## src/rtl/arm_register_file_if.sv

```systemverilog
// rtl/arm_register_file_if.sv - write/read/pc bus of the sixteen-entry ARM register file
interface arm_register_file_if #(
    parameter int DATA_W = 32
);
    logic [15:0]       we_onehot;
    logic [DATA_W-1:0] wr_data;
    logic [3:0]        ra_sel;
    logic [3:0]        rb_sel;
    logic              pc_inc;
    logic              err_clr;
    logic [DATA_W-1:0] ra_data;
    logic [DATA_W-1:0] rb_data;
    logic [DATA_W-1:0] pc_out;
    logic              we_err;

    modport master (
        output we_onehot, wr_data, ra_sel, rb_sel, pc_inc, err_clr,
        input  ra_data, rb_data, pc_out, we_err
    );

    modport slave (
        input  we_onehot, wr_data, ra_sel, rb_sel, pc_inc, err_clr,
        output ra_data, rb_data, pc_out, we_err
    );
endinterface

```

## src/rtl/arm_register_file.sv

```systemverilog
// rtl/arm_register_file.sv - sixteen-entry register file with R15 program counter path
module arm_register_file #(
    parameter int DATA_W = 32,
    parameter int PC_INC = 4
) (
    input logic                clk,
    input logic                rst_n,
    arm_register_file_if.slave bus
);
    localparam logic [DATA_W-1:0] PC_STEP = DATA_W'(PC_INC);

    logic [DATA_W-1:0] regs [16];
    logic              we_err_q;
    logic              sel_any;
    logic              sel_single;
    logic              wr_legal;
    logic              wr_illegal;

    // A vector is one-hot when it is non-zero and clearing its lowest set bit leaves zero.
    always_comb begin
        sel_any    = (bus.we_onehot != 16'h0000);
        sel_single = ((bus.we_onehot & (bus.we_onehot - 16'h0001)) == 16'h0000);
        wr_legal   = sel_any && sel_single;
        wr_illegal = sel_any && !sel_single;
    end

    // Register array: legal writes commit, R15 otherwise advances when pc_inc is high.
    always_ff @(posedge clk or negedge rst_n) begin
        if (!rst_n) begin
            for (int i = 0; i < 16; i++) begin
                regs[i] <= '0;
            end
        end else begin
            for (int i = 0; i < 15; i++) begin
                if (wr_legal && bus.we_onehot[i]) begin
                    regs[i] <= bus.wr_data;
                end
            end
            if (wr_legal && bus.we_onehot[15]) begin
                regs[15] <= bus.wr_data;
            end else if (bus.pc_inc) begin
                regs[15] <= regs[15] + PC_STEP;
            end
        end
    end

    // Sticky multi-hot flag; a fresh illegal vector outranks a clear in the same cycle.
    always_ff @(posedge clk or negedge rst_n) begin
        if (!rst_n) begin
            we_err_q <= 1'b0;
        end else if (wr_illegal) begin
            we_err_q <= 1'b1;
        end else if (bus.err_clr) begin
            we_err_q <= 1'b0;
        end
    end

    // Read ports are plain muxes of committed state, no write bypass.
    always_comb begin
        bus.ra_data = regs[bus.ra_sel];
        bus.rb_data = regs[bus.rb_sel];
        bus.pc_out  = regs[15];
        bus.we_err  = we_err_q;
    end
endmodule

```

## src/flat_wrapper.sv

```systemverilog
// flat-port wrapper written by rule: the top's interface ports become plain ports
module arm_register_file_flat 
#(
    parameter int DATA_W = 32,
    parameter int PC_INC = 4
)
  (clk, rst_n, bus_we_onehot, bus_wr_data, bus_ra_sel, bus_rb_sel, bus_pc_inc, bus_err_clr, bus_ra_data, bus_rb_data, bus_pc_out, bus_we_err);
  arm_register_file_if #(.DATA_W(DATA_W)) bus_i ();
  input logic clk;
  input logic rst_n;
  input wire logic [$bits(bus_i.we_onehot)-1:0] bus_we_onehot;
  input wire logic [$bits(bus_i.wr_data)-1:0] bus_wr_data;
  input wire logic [$bits(bus_i.ra_sel)-1:0] bus_ra_sel;
  input wire logic [$bits(bus_i.rb_sel)-1:0] bus_rb_sel;
  input wire logic [$bits(bus_i.pc_inc)-1:0] bus_pc_inc;
  input wire logic [$bits(bus_i.err_clr)-1:0] bus_err_clr;
  output wire logic [$bits(bus_i.ra_data)-1:0] bus_ra_data;
  output wire logic [$bits(bus_i.rb_data)-1:0] bus_rb_data;
  output wire logic [$bits(bus_i.pc_out)-1:0] bus_pc_out;
  output wire logic [$bits(bus_i.we_err)-1:0] bus_we_err;
  assign bus_i.we_onehot = bus_we_onehot;
  assign bus_i.wr_data = bus_wr_data;
  assign bus_i.ra_sel = bus_ra_sel;
  assign bus_i.rb_sel = bus_rb_sel;
  assign bus_i.pc_inc = bus_pc_inc;
  assign bus_i.err_clr = bus_err_clr;
  assign bus_ra_data = bus_i.ra_data;
  assign bus_rb_data = bus_i.rb_data;
  assign bus_pc_out = bus_i.pc_out;
  assign bus_we_err = bus_i.we_err;
  arm_register_file #(.DATA_W(DATA_W), .PC_INC(PC_INC)) u_core (.clk(clk), .rst_n(rst_n), .bus(bus_i));
endmodule
```

## config.mk

```make
export PLATFORM = sky130hd
export DESIGN_NAME = arm_register_file_flat
export DESIGN_NICKNAME = d
export VERILOG_FILES = /design/src/rtl/arm_register_file_if.sv /design/src/rtl/arm_register_file.sv /design/src/flat_wrapper.sv
export SDC_FILE = /design/constraint.sdc
export NUM_CORES = 1
export LEC_CHECK = 0
export CAP_MARGIN = 10
export CORE_ASPECT_RATIO = 0.9
export CORE_MARGIN = 2
export CORE_UTILIZATION = 45
export DETAILED_ROUTE_END_ITERATION = 10
export PLACE_DENSITY = 0.6
export RECOVER_POWER = 100
export SLEW_MARGIN = 10
export SYNTH_ARGS = -nofsm -noshare
export SYNTH_HDL_FRONTEND = slang
export SYNTH_SLANG_ARGS = --single-unit
```

## constraint.sdc

```tcl
create_clock -name clk -period 5.3 [get_ports clk]
set_clock_uncertainty 0.2 [all_clocks]
set_input_delay 1.06 -clock clk [delete_from_list [all_inputs] [get_ports clk]]
set_output_delay 1.06 -clock clk [all_outputs]
set_load 0.03 [all_outputs]
```

==> impl_results.md <==
* Outcome: finished, violations left
* Violated checks: max-capacitance violations, max-slew violations
* Final slew viol count at 288
* Hold Vio Cnt, Final at 0
* Final-stage net count at 1,836
* Final period util at 94.7%
* Most used DFF post-synth: dfrtp_1
* Max VDD drop at 0.000247 V
* Die Width at 267 um
* Dpl hpwl at 47,600 um
* Post_cts resized at 0
* CP max FO at 44
* FF-to-FF path depth at 7
* Sequential area share after synthesis at 45.7%
* Main combinational cell family by area after synthesis: multiplexers
* Power Density at 280 nW/um^2
* Largest net degree at the start of global routing at 95
* Synth async-reset ratio at 100%
* Area of the die at 64,400 um^2
* Clock slew at reported path FFs at 0.06 ns
* DR pass1 iterations at 5
* H-tree depth at 2
* Syn-to-layout area delta at 13.3%
* Peak Freq at 199 MHz
* Rows at 86
* Setup crit end kind: output pin
* Crit path time final at 5.02 ns
* Share of cells above drive strength 1 at 38.3%
* Power Total at 8.91 mW
* Worst R2R Setup Slack at 2.38 ns
* Post-synth top area share at 45.7%
* Dpl ws at 0.547 ns
* Synth cell types at 38
* Setup TNS at 0 ns
* Synth Area in Adders at 0.0803%
* GRT overflow at 0
* Slowest Stage Delay on Critical Path at 0.72 ns
* Post-synthesis compound-gate area fraction at 0.767%
* CORE AREA at 61,400 um^2
* Ports at 157
* Hold depth at 1
* Design Area, Final at 31,800 um^2
* Die height at 241 um
* Worst Hold Class: reg2reg
* Cts hold-fix bufs at 0
* CP cell instances: buf_6 > clkbuf_4 > mux4_2 > mux4_2 > dlygate4sd3_1
* Slowest CP cell: clkbuf_4
* PortBufs at 156
* Mux cell area share after synthesis at 46.5%
* Final Core Density at 51.8%
* Routability Congestion at 0.785
* # diodes at 0
* Root Buffer: clkbuf_16
* Initial Util at 45.7%
* Setup bufs post-CTS at 0
* Worst Path Required at 4.04 ns
* Post-synthesis simple-gate area fraction at 2.21%
* Post-synthesis register bit count at 513
* Initial DRC Count at 1,246
* Drt total wl at 77,900 um
* Leak at 14.9 nW
* Detailed-route DRC error count at 0
* DRT antenna net count at 0
* First-pass GRT wire length at 119,000 um
* Slew @ Worst Pin at 2.67 ns
* Syn Nets at 1,754
* Avg Synthesized Cell Area at 16.6 um^2
* Clock Path Buffers at 3
* Worst skew pair latency at 0.62 ns
* Vias at 16,585
* Vias per inst at 6.24
* Worst relative slew slack at -78.3%
* Critical Path AT at 3.76 ns
* Unrepaired setup endpoints after global routing: false
* Mapped Cells at 1,693
* TritonCTS clock tree: built
* Syn. warnings at 0
* Avg WL per Cell at 29.3 um
* Crit path top cell by count: mux4_2
* Dominant cell type by area after synthesis: dfrtp_1
* Setup ws final at 0.279 ns
* Number of flops mapped to enable cells by yosys at 0
* Worst Setup Path Type: in2out
* Placed cell areas at 30,400 um^2
* Mapped Area at 28,100 um^2
* Total of max-cap violations at 5
* Synth top area cells: dfrtp_1 (46%), mux4_2 (26%), mux2_2 (8.5%)
* Initial antenna violation count at 5
* Xor/xnor share of the synthesized area at 0.905%
* Clock tree sinks at 513
* GR Util All Layers at 25.1%
* # setup viols final at 0
* Num CTS Buffers at 57
* CP startpoint kind: input port
* Vias in the first global route at 17,536
-- area by class of cell --
cell class,count,area (um^2)
inverters,4,15.0
clock buffers,87,1720
fillers,5057,29600
multi-input cells,988,13800
clock inverters,17,244
flip-flops and latches,513,12800
repair buffers,211,2150
well taps,836,1050
-- path summary, 6_finish.rpt --
| path | startpoint | endpoint |
|---|---|---|
| max in group asynchronous | rst_n | u_core.regs[36]$_DFFE_PN0P_ |
| setup / recovery | bus_ra_sel[1] | bus_ra_data[27] |
| setup reg to reg | u_core.bus.pc_out[2]$_DFFE_PN0P_ | u_core.bus.pc_out[18]$_DFFE_PN0P_ |
| min in group asynchronous | rst_n | u_core.regs[402]$_DFFE_PN0P_ |
| hold reg to reg | u_core.regs[301]$_DFFE_PN0P_ | u_core.regs[301]$_DFFE_PN0P_ |
| hold / removal | u_core.regs[301]$_DFFE_PN0P_ | u_core.regs[301]$_DFFE_PN0P_ |
-- per-layer routing --
layer,global-route usage [%],up-vias,share of wire (%)
li1,-,6789,-
met5,0,-,0.078
met4,6.57,8,2.3
met2,39.1,487,47
met3,4.73,122,5.9
met1,36.6,9179,45
-- report_power, final --
| part | internal [mW] | switching [mW] | leakage, nW |
|---|---|---|---|
| logic | 0.269 | 0.435 | 6.79 |
| registers | 3.95 | 0.0776 | 7.15 |
| clock network | 2.52 | 1.66 | 0.965 |
| total | 6.74 | 2.18 | 14.9 |
-- sequential cells by signal, indices dropped and copies added (netlist names) --
name               flops
u_core.bus.we_err      1
u_core.bus.pc_out     32
u_core.regs          480
-- through the flow --
stage	std cells	hold WS (ns)
after floorplan	1693	0.276
after global placement	2552	0.286
after detailed placement	2552	0.297
after CTS	2656	0.311
after global routing	2656	0.322
final	2656	0.306
-- layout by cell type (no fill, tap or decap), types with 3 or more instances in the layout --
cell type | Yosys | layout
xnor2_1 | 18 | 18
xor2_1 | 11 | 11
nor3_1 | 8 | 8
bufinv_16 | 0 | 6
mux2_1 | 162 | 265
a21oi_1 | 32 | 32
dfrtp_1 | 513 | 513
and3_1 | 4 | 4
nand4_1 | 9 | 9
buf_12 | 0 | 20
nand2_4 | 9 | 8
buf_4 | 32 | 13
clkbuf_1 | 88 | 22
inv_1 | 4 | 4
clkinv_2 | 0 | 8
mux2_4 | 108 | 5
clkdlybuf4s50_1 | 0 | 66
dlygate4sd3_1 | 0 | 81
clkbuf_2 | 0 | 15
nand3_1 | 7 | 7
nand2_1 | 16 | 15
nor2_1 | 43 | 43
clkbuf_16 | 0 | 59
nor4b_1 | 3 | 3
and4_1 | 3 | 3
or4_1 | 3 | 3
mux2_2 | 213 | 213
mux4_2 | 320 | 320
clkbuf_8 | 0 | 14
-- worst max-delay path, delay by kind of cell --
kind	cells	cell delay, ns
buf+inv	3	1.68
mux	2	0.95
-- cells in the mapped netlist (all sizes together) (3+ instances only) --
master and instances:
nand3 7, or4 3, mux4 320, dfrtp 513, nor4b 3, nor2 43, and4 3, nor3 8
mux2 483, nand2 25, nand4 9, xor2 11, clkbuf 88, inv 4, a21oi 32, xnor2 18
buf 100, and3 4
-- cells by family after synthesis --
kind of cell,Yosys count
compound gates,40
simple gates,113
xor+xnor,29
buf+inv,192
flops,513
fa+ha+maj,2
mux,804
No activity file was read; power rests on OpenSTA's default activity.
